File: src/rtl/exception_ctrl_pkg.sv
// Shared types and constants for the exception front end: flag indices,
// exception_type bit positions, FSM state encoding and address-select codes.
package exception_ctrl_pkg;

  localparam int unsigned XLEN   = 32;
  localparam int unsigned FLAG_W = 8;

  localparam int unsigned FLAG_FETCH_ADEL = 7;
  localparam int unsigned FLAG_RI         = 6;
  localparam int unsigned FLAG_OV         = 5;
  localparam int unsigned FLAG_BP         = 4;
  localparam int unsigned FLAG_SYS        = 3;
  localparam int unsigned FLAG_DATA_ADEL  = 2;
  localparam int unsigned FLAG_ADES       = 1;
  localparam int unsigned FLAG_ERET       = 0;

  // Flags 7..1 map to exception_type bits 31..25; ERET maps to bit 0.
  localparam int unsigned EXC_BIT_BASE = 24;
  localparam int unsigned EXC_BIT_ERET = 0;

  typedef enum logic [1:0] {
    ST_IDLE     = 2'd0,
    ST_WAIT_CP0 = 2'd1,
    ST_REDIRECT = 2'd2
  } state_t;

  typedef enum logic [1:0] {
    ADDR_NONE = 2'd0,
    ADDR_PC   = 2'd1,
    ADDR_DATA = 2'd2
  } addr_sel_t;

  function automatic logic [XLEN-1:0] exc_bit(input int unsigned flag);
    return XLEN'(1) << ((flag == FLAG_ERET) ? EXC_BIT_ERET : EXC_BIT_BASE + flag);
  endfunction

endpackage

File: src/rtl/exception_ctrl_prio_enc.sv
// Priority encoder: highest-index exception flag wins; emits the one-hot
// CP0 exception vector and which address CP0 should record as bad address.
module exc_prio_enc
  import exception_ctrl_pkg::*;
(
  input  logic [FLAG_W-1:0] flags,
  output logic [XLEN-1:0]   exception_type,
  output addr_sel_t         addr_sel
);

  always_comb begin
    exception_type = '0;
    addr_sel       = ADDR_NONE;
    if (flags[FLAG_FETCH_ADEL]) begin
      exception_type = exc_bit(FLAG_FETCH_ADEL);
      addr_sel       = ADDR_PC;
    end else if (flags[FLAG_RI]) begin
      exception_type = exc_bit(FLAG_RI);
    end else if (flags[FLAG_OV]) begin
      exception_type = exc_bit(FLAG_OV);
    end else if (flags[FLAG_BP]) begin
      exception_type = exc_bit(FLAG_BP);
    end else if (flags[FLAG_SYS]) begin
      exception_type = exc_bit(FLAG_SYS);
    end else if (flags[FLAG_DATA_ADEL]) begin
      exception_type = exc_bit(FLAG_DATA_ADEL);
      addr_sel       = ADDR_DATA;
    end else if (flags[FLAG_ADES]) begin
      exception_type = exc_bit(FLAG_ADES);
      addr_sel       = ADDR_DATA;
    end else if (flags[FLAG_ERET]) begin
      exception_type = exc_bit(FLAG_ERET);
    end
  end

endmodule

File: src/rtl/exception_ctrl.sv
// Exception front end between MEM, CP0 and fetch: issues one exception per
// instruction, waits for CP0, then sequences flush and fetch redirect.
// Optional event counter enabled by EXCEPTION_CTRL_STAT_EN.
module exception_ctrl
  import exception_ctrl_pkg::*;
#(
  parameter int unsigned CP0_WAIT = 3
) (
  input  logic              clk,
  input  logic              rst,
  input  logic              mem_valid_i,
  input  logic [XLEN-1:0]   mem_pc_i,
  input  logic              mem_in_delayslot_i,
  input  logic [XLEN-1:0]   mem_addr_i,
  input  logic [FLAG_W-1:0] excp_flags_i,
  input  logic              cp0_flush_i,
  input  logic [XLEN-1:0]   cp0_return_pc_i,
  output logic [XLEN-1:0]   exception_type_o,
  output logic [XLEN-1:0]   pc_o,
  output logic [XLEN-1:0]   exception_addr_o,
  output logic              now_in_delayslot_o,
  output logic              mem_kill_o,
  output logic              stall_o,
  output logic              flush_o,
  output logic              redirect_valid_o,
  output logic [XLEN-1:0]   redirect_pc_o,
  input  logic              redirect_ready_i
`ifdef EXCEPTION_CTRL_STAT_EN
  ,
  output logic [XLEN-1:0]   exc_count_o
`endif
);

  localparam int unsigned WAIT_W = (CP0_WAIT > 1) ? $clog2(CP0_WAIT) : 1;

  state_t            state;
  logic [WAIT_W-1:0] wait_cnt;
  logic              hit;
  logic              accept;
  logic [XLEN-1:0]   enc_type;
  addr_sel_t         addr_sel;
  logic [XLEN-1:0]   bad_addr;

  exc_prio_enc u_prio_enc (
    .flags          (excp_flags_i),
    .exception_type (enc_type),
    .addr_sel       (addr_sel)
  );

  always_comb begin
    bad_addr = '0;
    case (addr_sel)
      ADDR_PC:   bad_addr = mem_pc_i;
      ADDR_DATA: bad_addr = mem_addr_i;
      default:   bad_addr = '0;
    endcase
  end

  // An interrupt flush in IDLE pre-empts a same-cycle exception.
  assign hit        = mem_valid_i & (|excp_flags_i);
  assign accept     = (state == ST_IDLE) & hit & ~cp0_flush_i;
  assign mem_kill_o = accept;
  assign stall_o    = (state == ST_WAIT_CP0) |
                      ((state == ST_REDIRECT) & ~redirect_ready_i);

  always_ff @(posedge clk) begin
    if (rst) begin
      state              <= ST_IDLE;
      wait_cnt           <= '0;
      exception_type_o   <= '0;
      pc_o               <= '0;
      exception_addr_o   <= '0;
      now_in_delayslot_o <= 1'b0;
      flush_o            <= 1'b0;
      redirect_valid_o   <= 1'b0;
      redirect_pc_o      <= '0;
    end else begin
      exception_type_o <= '0;
      flush_o          <= 1'b0;
      case (state)
        ST_IDLE: begin
          if (cp0_flush_i) begin
            state            <= ST_REDIRECT;
            redirect_pc_o    <= cp0_return_pc_i;
            redirect_valid_o <= 1'b1;
            flush_o          <= 1'b1;
          end else if (hit) begin
            state              <= ST_WAIT_CP0;
            wait_cnt           <= '0;
            exception_type_o   <= enc_type;
            pc_o               <= mem_pc_i;
            exception_addr_o   <= bad_addr;
            now_in_delayslot_o <= mem_in_delayslot_i;
          end
        end
        ST_WAIT_CP0: begin
          if (cp0_flush_i) begin
            state            <= ST_REDIRECT;
            redirect_pc_o    <= cp0_return_pc_i;
            redirect_valid_o <= 1'b1;
            flush_o          <= 1'b1;
          end else if (wait_cnt == WAIT_W'(CP0_WAIT - 1)) begin
            state <= ST_IDLE;
          end else begin
            wait_cnt <= wait_cnt + WAIT_W'(1);
          end
        end
        ST_REDIRECT: begin
          if (redirect_ready_i) begin
            state            <= ST_IDLE;
            redirect_valid_o <= 1'b0;
          end
        end
        default: state <= ST_IDLE;
      endcase
    end
  end

`ifdef EXCEPTION_CTRL_STAT_EN
  always_ff @(posedge clk) begin
    if (rst) exc_count_o <= '0;
    else if (accept) exc_count_o <= exc_count_o + XLEN'(1);
  end
`endif

endmodule

File: config.mk
export PLATFORM = sky130hd
export DESIGN_NAME = exception_ctrl
export DESIGN_NICKNAME = d
export VERILOG_FILES = /design/src/rtl/exception_ctrl_pkg.sv /design/src/rtl/exception_ctrl_prio_enc.sv /design/src/rtl/exception_ctrl.sv
export SDC_FILE = /design/constraint.sdc
export NUM_CORES = 1
export LEC_CHECK = 0
export CORE_ASPECT_RATIO = 1.25
export CORE_UTILIZATION = 40
export DETAILED_ROUTE_END_ITERATION = 10
export DONT_BUFFER_PORTS = 1
export GPL_ROUTABILITY_DRIVEN = 0
export HOLD_SLACK_MARGIN = 0.12
export SETUP_SLACK_MARGIN = 0.05
export SYNTH_ARGS = -nofsm -noshare
export SYNTH_HDL_FRONTEND = slang
export SYNTH_HIERARCHICAL = 1
export SYNTH_SLANG_ARGS = --single-unit
File: constraint.sdc
create_clock -name clk -period 2.1 [get_ports clk]
set_input_delay 0.21 -clock clk [delete_from_list [all_inputs] [get_ports clk]]
set_output_delay 0.21 -clock clk [all_outputs]
set_load 0.05 [all_outputs]
; After elaboration in Yosys (flattened, before gate mapping)
; Cells that the tools add are included.
[totals]
regBits = 135
[op_classes]
add_sub_neg = 1
bitwise = 10
n_eq_ne = 13
mux = 31
n_reduce_logical = 19
[op_table]
columns = operator, count
row1 = 2-to-1 mux 32 bit, 7
row2 = case mux 32 bit (2 select lines), 1
row3 = 2-to-1 mux 2 bit, 16
row4 = OR reduction 8 bit, 2
row5 = OR reduction 11 bit, 1
row6 = "inequality test 2 bit, second input constant", 5
row7 = OR reduction 10 bit, 1
row8 = AND reduction 3 bit, 3
row9 = OR reduction 9 bit, 1
row10 = OR reduction 7 bit, 1
row11 = "equality test 2 bit, second input constant", 3
row12 = case mux 2 bit (3 select lines), 1
row13 = OR reduction 6 bit, 1
row14 = NOT 1 bit, 5
row15 = AND reduction 5 bit, 1
row16 = OR reduction 5 bit, 1
row17 = AND 1 bit, 4
row18 = "equality test 2 x 1 -> 1 bit, second input constant", 2
row19 = 2-to-1 mux 1 bit, 4
row20 = case mux 2 bit (2 select lines), 1
row21 = nonzero test 2 bit, 2
row22 = OR reduction 2 bit, 2
row23 = OR reduction 4 bit, 1
row24 = "inequality test 3 x 2 -> 1 bit, second input constant", 1
row25 = other kinds (7), 7

; Logic depth before layout (Yosys ltp)
; Gate-level depths: netlist of the first run.
[depth]
ltp_word = 9
ltp_mapped = 8

; Hierarchy
; The synthesis of the first run kept the hierarchy.
[modules_own_cells]
columns = module, n_inst, cells_each, seq_area_each_um2, area_each_um2
row1 = exception_ctrl, 1, 568, 2702.6, 5412.7
row2 = exc_prio_enc, 1, 40, 0.0, 291.5

; Worst setup path before layout of the first run
; OpenSTA, ideal clock, no wires.
[synth_path]
path_type = input-to-reg
from = input port excp_flags_i[7]
to = register exception_addr_o[0]
arrival_time_ps = 1873
n_path_buf = 1
stages = 7
slack_ps = 155
required_time_ps = 2028
path_cell_list = or4_4 -> nor3_1 -> ha_1 -> nor2_1 -> clkbuf_1 -> nand2_1 -> mux2i_1
[synth_via]
elab_chain_len = 3
[synth_rtl]
columns = item, line
row1 = start: declaration, exception_ctrl.sv:15  ; input logic [FLAG_W-1:0] excp_flags_i,
row2 = 2-to-1 mux 2 bit *, exception_ctrl_prio_enc.sv:14  ; if (flags[FLAG_FETCH_ADEL]) begin
row3 = via addr_sel[1], exception_ctrl.sv:41  ; addr_sel_t addr_sel;
row4 = equality test 2 bit / equality test 2 x 1 -> 1 bit (equally long branches), exception_ctrl.sv:52  ; case (addr_sel)
row5 = case mux 32 bit (2 select lines) *, exception_ctrl.sv:52
row6 = end signal: assignment, exception_ctrl.sv:92  ; exception_addr_o <= bad_addr;
row7 = end: declaration, exception_ctrl.sv:20  ; output logic [XLEN-1:0] exception_addr_o,
; The timed path passes the listed nets; every way through them passes the cells marked *.
; A chain may end at the register's enable or synchronous reset.

; Worst setup path after layout of the first run
[layout_path]
from = input port excp_flags_i[6]
to = register exception_addr_o[12]
[layout_via]
elab_chain_len = 4
[layout_rtl]
columns = item, line
row1 = 2-to-1 mux 2 bit *, exception_ctrl_prio_enc.sv:17  ; end else if (flags[FLAG_RI]) begin
row2 = 2-to-1 mux 2 bit *, exception_ctrl_prio_enc.sv:14
row3 = via addr_sel[1], exception_ctrl.sv:41
row4 = equality test 2 bit / equality test 2 x 1 -> 1 bit (equally long branches), exception_ctrl.sv:52
row5 = case mux 32 bit (2 select lines) *, exception_ctrl.sv:52
; Marks and branches as above.

==> results.md, run 1 <==
- Status: completed
- Clk pin slew, worst setup/hold paths: 0.05 ns
- ANT nets after route: 0
- Maximum VDD drop: 0.518 mV
- Nature of the critical path endpoint: register
- Tot Pwr: 6.97 mW
- Finished Cell Area: 7450 um2
- RSZ-0062 raised after global routing: false
- Max cap viols: 0
- Final-layout fill cell count: 1165
- Yosys Warn Count: 6
- Arr. time, crit path: 2.25 ns
- Number of cells on the critical path: 9
- R2R setup slack: 0.27 ns
- Endpoints failing hold: 0
- Gr usage total: 0.201
- Post-synthesis average cell area: 9.38 um2
- WP buf/inv: 3
- Final nets: 810
- Clock Path Buffers: 2
- Max incr delay on CP: 0.58 ns
- H-Tree Depth: 4
- Cell chain of the critical path: dlygate4sd3_1 -> or4_4 -> nor3_4 -> inv_1 -> ha_1 -> buf_12 -> a22o_1 -> nand2_1 -> mux2i_1
- Global-route wire length before repair: 22.4 mm
- Worst slew margin: 0.457
- Worst setup SP type: input pin
- Chip height: 136 um
- Hold crit path type: in -> reg
- Io pins: 243
- Number of setup buffers added after CTS: 0
- CTS root buf: clkbuf_16
- Avg WL per Cell: 16.9 um
- Die area: 14700 um2
- CTS sink count: 135
- Post-DR vias/cell: 4.98
- Minimum clock period: 1.96 ns
- Count of different cell masters after synthesis: 41
- Fraction of layout cells with a size suffix above 1: 0.0789
- Post-Syn Area: 5700 um2
- Pwr dens: 935 nW/um2
- Post-synth ARST share: 0
- Setup tns final: 0 ns
- # setup viols final: 0
- Final WL: 14.9 mm
- Via count: 4405
- Largest net degree at the start of global routing: 119
- Hold path depth: 3
- Crit share post-route: 0.935
- Vias in the first global route: 4309
- Residual DRC: 0
- Num CTS Buffers: 17
- IO buf count: 0
- Iter 0 DRT Violations: 221
- Synth-to-layout area growth: 30.6%
- Leakage: 3.07 nW
- Sequential-to-total area share from yosys stat: 0.474
- Gate power share: 0.086
- Internal Power: 5.13 mW
- Switching share of total power: 0.264
- DP Wirelength: 8.94 mm
- Clock Skew: 0.00980 ns
- CTS tree: yes
- Synthesized instance count: 608
- Die W: 109 um
- Register share of total power: 0.439
- CP max-delay cell: dlygate4sd3_1
- NetSw: 1.84 mW
- Clock latency on the worst-skew pair: 0.41 ns
- FF-to-FF path depth: 6
- Ant. Diodes: 0
- Clock Power Share: 0.475
- Post-synth EDFFs: 0
- Starting density of the core: 0.411
- Crit path max-delay family: buffers and inverters
- Data required, critical path: 2.38 ns
- Placed inst area: 5700 um2
- Row count: 48
- Yosys reg bits: 135
- Initial DRT Pass Iterations: 4
- Least-Margin Pin Slew: 0.814 ns
- CP max FO: 32
- Most used DFF post-synth: dfxtp_1
- Antenna violations before repair: 0
- CORE AREA: 13900 um2
- Max-slew violations: 0
- Critical path class: in -> reg
- Fmax: 509 MHz
- Grt total ovfl: 0
stage by stage:
stage,utilization,hold slack (ns),setup WS (ns),cells
2_1_floorplan,-,0.346,0.155,631
3_3_place_gp,0.411,0.287,0.160,747
3_5_place_dp,0.411,0.288,0.114,747
4_1_cts,0.536,0.121,0.0606,885
5_1_grt,0.537,0.137,0.0530,885
6_report,0.537,0.132,0.137,885
logic make-up (layout without fill, tap and decap cells):
group / Yosys count / after routing / share of synthesized area
buffers and inverters: 77 / 156 / 0.0847
flip-flops: 135 / 135 / 0.474
adder cells (fa/ha/maj): 3 / 3 / 0.00658
multiplexers: 65 / 65 / 0.114
other: 1 / 24 / 0.000657
AND/OR/NAND/NOR: 252 / 252 / 0.228
AO/OA/AOI/OAI: 75 / 75 / 0.0919
worst paths after layout:
| kind | startpoint | to |
|---|---|---|
| max | excp_flags_i[6] | exception_addr_o[12] |
| min | mem_pc_i[22] | exception_addr_o[22] |
| max reg2reg | state[1] | redirect_pc_o[6] |
| min reg2reg | wait_cnt[1] | wait_cnt[1] |
placed cells by master, fill, tap and decap left out, drive strengths merged:
cell         count
bufinv           5
a21oi           34
ha               3
or3              1
nor2b            1
mux2i           65
nor3b            1
clkinvlp         1
clkinv           3
and4             1
a21o             1
and2b            1
nand2          118
a22o            32
nand3b           2
nand3            1
dfxtp          135
and2            33
o21ai            2
or4              2
a211oi           2
nor4b            2
conb            24
or4b             1
inv             14
a41o             1
buf             11
nor4             3
nand2b          78
or3b             1
nor2             5
clkbuf          19
o22ai            1
dlygate4sd3    103
o211ai           1
nor3             1
o21bai           1
synth_stat cells, drive strengths merged (2+ instances only):
library cell	instances	area, um2
and2	33	206
nand2b	78	488
dfxtp	135	2700
nand2	118	443
buf	35	309
clkbuf	34	131
o21ai	2	10.0
ha	3	37.5
a211oi	2	25.0
nor2	5	18.8
nor4b	2	23.8
nand3b	2	15.0
a22o	32	280
inv	8	42.6
a21oi	34	170
or4	2	18.8
mux2i	65	651
nor4	3	18.8
power groups by stage:
stage / clock [mW] / sequential, mW / combinational (mW)
floorplan: 0 / 3.09 / 0.390
global placement: 0 / 3.11 / 0.372
detailed placement: 0 / 3.12 / 0.385
CTS: 3.37 / 3.06 / 0.596
global route: 3.49 / 3.07 / 0.652
finish: 3.31 / 3.06 / 0.600
layer usage:
metal | wire, um | global-route usage
met1 | 5650 | 0.207
met2 | 7690 | 0.363
met3 | 1300 | 0.0717
met4 | 284 | 0.0856
met5 | 0 | 0
repair_timing:
action	CTS	global route
gates cloned	2	0
hold buffers	104	0
resized for setup	1	2
endpoints found under the hold margin	109	0
endpoints found under the setup margin	1	32
worst min-delay path, cell delays in order:
cell     delay (ns)
a22o_1         0.11
nand2_1        0.06
mux2i_1        0.11
state kept, by name (all words and copies together), names as in the netlist:
signal and cells:
wait_cnt 2, redirect_pc_o 32, flush_o 1, redirect_valid_o 1
now_in_delayslot_o 1, exception_type_o 32, pc_o 32, exception_addr_o 32
state 2
cell type report:
cell class | instances | area, um2 | area share
timing repair inverter | 2 | 17.5 | 0.00235
timing repair buffer | 114 | 1180 | 0.159
tap | 175 | 219 | 0.0294
clock inverter | 13 | 215 | 0.0289
sequential | 135 | 2700 | 0.363
inverter | 8 | 42.5 | 0.00571
clock buffer | 19 | 443 | 0.0594
multi-input combinational | 419 | 2630 | 0.353
Power figures use the tool's default switching activity.
==> run 2: changes to the inputs <==
- PLACE_DENSITY_LB_ADDON: unset -> 0.08
==> results.md, run 2 (same netlist as run 1, synthesis figures left out) <==
- Final nets: 813 (+0.37%)
- CTS tree: yes
- Multi-input logic area: 2620 um2 (-0.24%)
- Final WL: 14.6 mm (-2.5%)
- Die area: 14700 um2 (unchanged)
- # setup viols final: 0 (unchanged)
- Nature of the critical path endpoint: register
- ANT nets after route: 0 (unchanged)
- NetSw: 1.91 mW (+3.7%)
- Fraction of layout cells with a size suffix above 1: 0.0799 (+0.00107)
- Clock Path Buffers: 2 (unchanged)
- Hold path depth: 3 (unchanged)
- CORE AREA: 13900 um2 (unchanged)
- Chip height: 136 um (unchanged)
- Synth-to-layout area growth: 30.3%
- Post-DR vias/cell: 4.89 (-1.8%)
- Cells after DPL: 748 (+0.13%)
- Num CTS Buffers: 17 (unchanged)
- Pwr dens: 913 nW/um2 (-2.4%)
- Tot Pwr: 6.79 mW (-2.6%)
- Status: completed
- Global-route wire length before repair: 22.2 mm (-0.89%)
- Die W: 109 um (unchanged)
- H-Tree Depth: 4 (unchanged)
- Avg WL per Cell: 16.4 um (-2.9%)
- Largest net degree at the start of global routing: 118 (-0.84%)
- Arr. time, crit path: 2.24 ns (about the same)
- Leakage: 3.06 nW (-0.44%)
- Endpoints failing hold: 0 (unchanged)
- Final-layout fill cell count: 1216 (+4.4%)
- Least-Margin Pin Slew: 0.749 ns (-0.0648 ns)
- Worst setup SP type: input pin
- CTS sink count: 135 (unchanged)
- Via count: 4344 (-1.4%)
- Critical path class: in -> reg
- Crit share post-route: 0.928 (-0.00643)
- CTS root buf: clkbuf_16
- Data required, critical path: 2.39 ns (about the same)
- Register area: 2700 um2 (unchanged)
- Clock latency on the worst-skew pair: 0.41 ns (about the same)
- Initial DRT Pass Iterations: 4 (unchanged)
- Worst hold path startpoint: mem_addr_i[23]
- Worst setup path startpoint: excp_flags_i[6]
- Setup tns final: 0 ns (unchanged)
- Io pins: 243 (unchanged)
- Gate power share: 0.088 (+0.002)
- Switching share of total power: 0.281 (+0.0173)
- Internal Power: 4.88 mW (-4.9%)
- Minimum clock period: 1.95 ns (-0.0135 ns)
- Clock Skew: 0.0117 ns (+0.00190 ns)
- Most frequent cells in the layout: dfxtp_1 (135), nand2_1 (118), dlygate4sd3_1 (105)
- FF-to-FF path depth: 6 (unchanged)
- Hold crit path type: in -> reg
- R2R Path Start: state[1]
- Commonest non-fill, non-tap cell in the layout: dfxtp_1
- Worst Setup Slack, final: 0.151 ns (+0.0135 ns)
- Pre-CTS setup slack: 0.113 ns (-0.00165 ns)
- Fmax: 513 MHz (+0.69%)
- Max cap viols: 0 (unchanged)
- Antenna violations before repair: 0 (unchanged)
- Starting density of the core: 0.411 (unchanged)
- Clk pin slew, worst setup/hold paths: 0.06 ns (about the same)
- Gr usage total: 0.199 (-0.00265)
- Max-slew violations: 0 (unchanged)
- Register share of total power: 0.451 (+0.012)
- Iter 0 DRT Violations: 203 (-8.1%)
- Residual DRC: 0 (unchanged)
- Row count: 48 (unchanged)
- Clock Power Share: 0.462 (-0.013)
- Vias in the first global route: 4234 (-1.7%)
- DP Wirelength: 8.86 mm (-0.90%)
- Grt total ovfl: 0 (unchanged)
- CP max FO: 32 (unchanged)
- IO buf count: 0 (unchanged)
- RSZ-0062 raised after global routing: false
- Maximum VDD drop: 0.515 mV (-0.65%)
- Fin cells: 889 (+0.45%)
- Worst slew margin: 0.500 (+0.0433)
==> run 2: cell count changes in the layout (fill, tap and decap cells not counted) <==
cell / before / now
clkbuf_8: 1 / 0
buf_4: 6 / 7
inv_8: 0 / 2
diode_2: 0 / 1
bufinv_16: 5 / 3
dlygate4sd3_1: 103 / 105
nor3_2: 0 / 1
o21ai_1: 1 / 0
clkinvlp_4: 1 / 3
nor3_4: 1 / 0
o21ai_0: 1 / 2
clkinv_2: 1 / 0
==> run 2: worst paths after layout <==
path | end | slack [ns]
min reg2reg | exception_addr_o[21] | 0.48
min | exception_addr_o[23] | 0.13
max reg2reg | redirect_pc_o[4] | 0.30
max | exception_addr_o[12] | 0.15
==> run 2: worst max-delay path, stage by stage <==
cell	delay (ns)
dlygate4sd3_1	0.57
or4_4	0.46
nor3_2	0.16
inv_1	0.06
ha_1	0.22
buf_12	0.18
a22o_1	0.24
nand2_1	0.06
mux2i_1	0.06
==> run 2: final cells by class <==
| cell class | instances | share of cell area |
|---|---|---|
| Tap cell | 175 | 0.0295 |
| Sequential cell | 135 | 0.364 |
| Timing Repair Buffer | 117 | 0.163 |
| Multi-Input combinational cell | 419 | 0.353 |
| Antenna cell | 1 | 0.000337 |
| Timing Repair inverter | 2 | 0.00236 |
| Clock inverter | 14 | 0.0252 |
| Inverter | 8 | 0.00572 |
| Clock buffer | 18 | 0.0577 |
==> run 2: power by group through the flow <==
stage                     combinational (mW)  clock, mW  sequential [mW]
after floorplan                        0.390          0             3.09
after global placement                 0.375          0             3.12
after detailed placement               0.387          0             3.12
after CTS                              0.599       3.21             3.06
after global routing                   0.659       3.31             3.07
final                                  0.596       3.13             3.06
==> run 2: per-stage QoR <==
step                instance area, um2  hold slack [ns]   util
floorplan                         5790            0.346      -
global placement                  5710            0.288  0.411
detailed placement                5710            0.288  0.411
CTS                               7430            0.120  0.535
global route                      7430            0.130  0.536
finish                            7430            0.128  0.536
==> run 2: what timing repair did <==
action	in CTS	in global routing
hold endpoints to repair	110	0
pin swaps	0	0
cloned	2	0
setup buffers	0	0
hold buffers	106	0
setup endpoints to repair	1	31
gates resized for setup	1	1
==> run 2: per-layer routing <==
metal | global-route usage | vias to the layer above | wire length, um
met5 | 0 | - | 0
met4 | 0.0833 | 0 | 269
met3 | 0.0798 | 20 | 1390
met2 | 0.346 | 194 | 7250
met1 | 0.210 | 1977 | 5640
li1 | - | 2153 | -
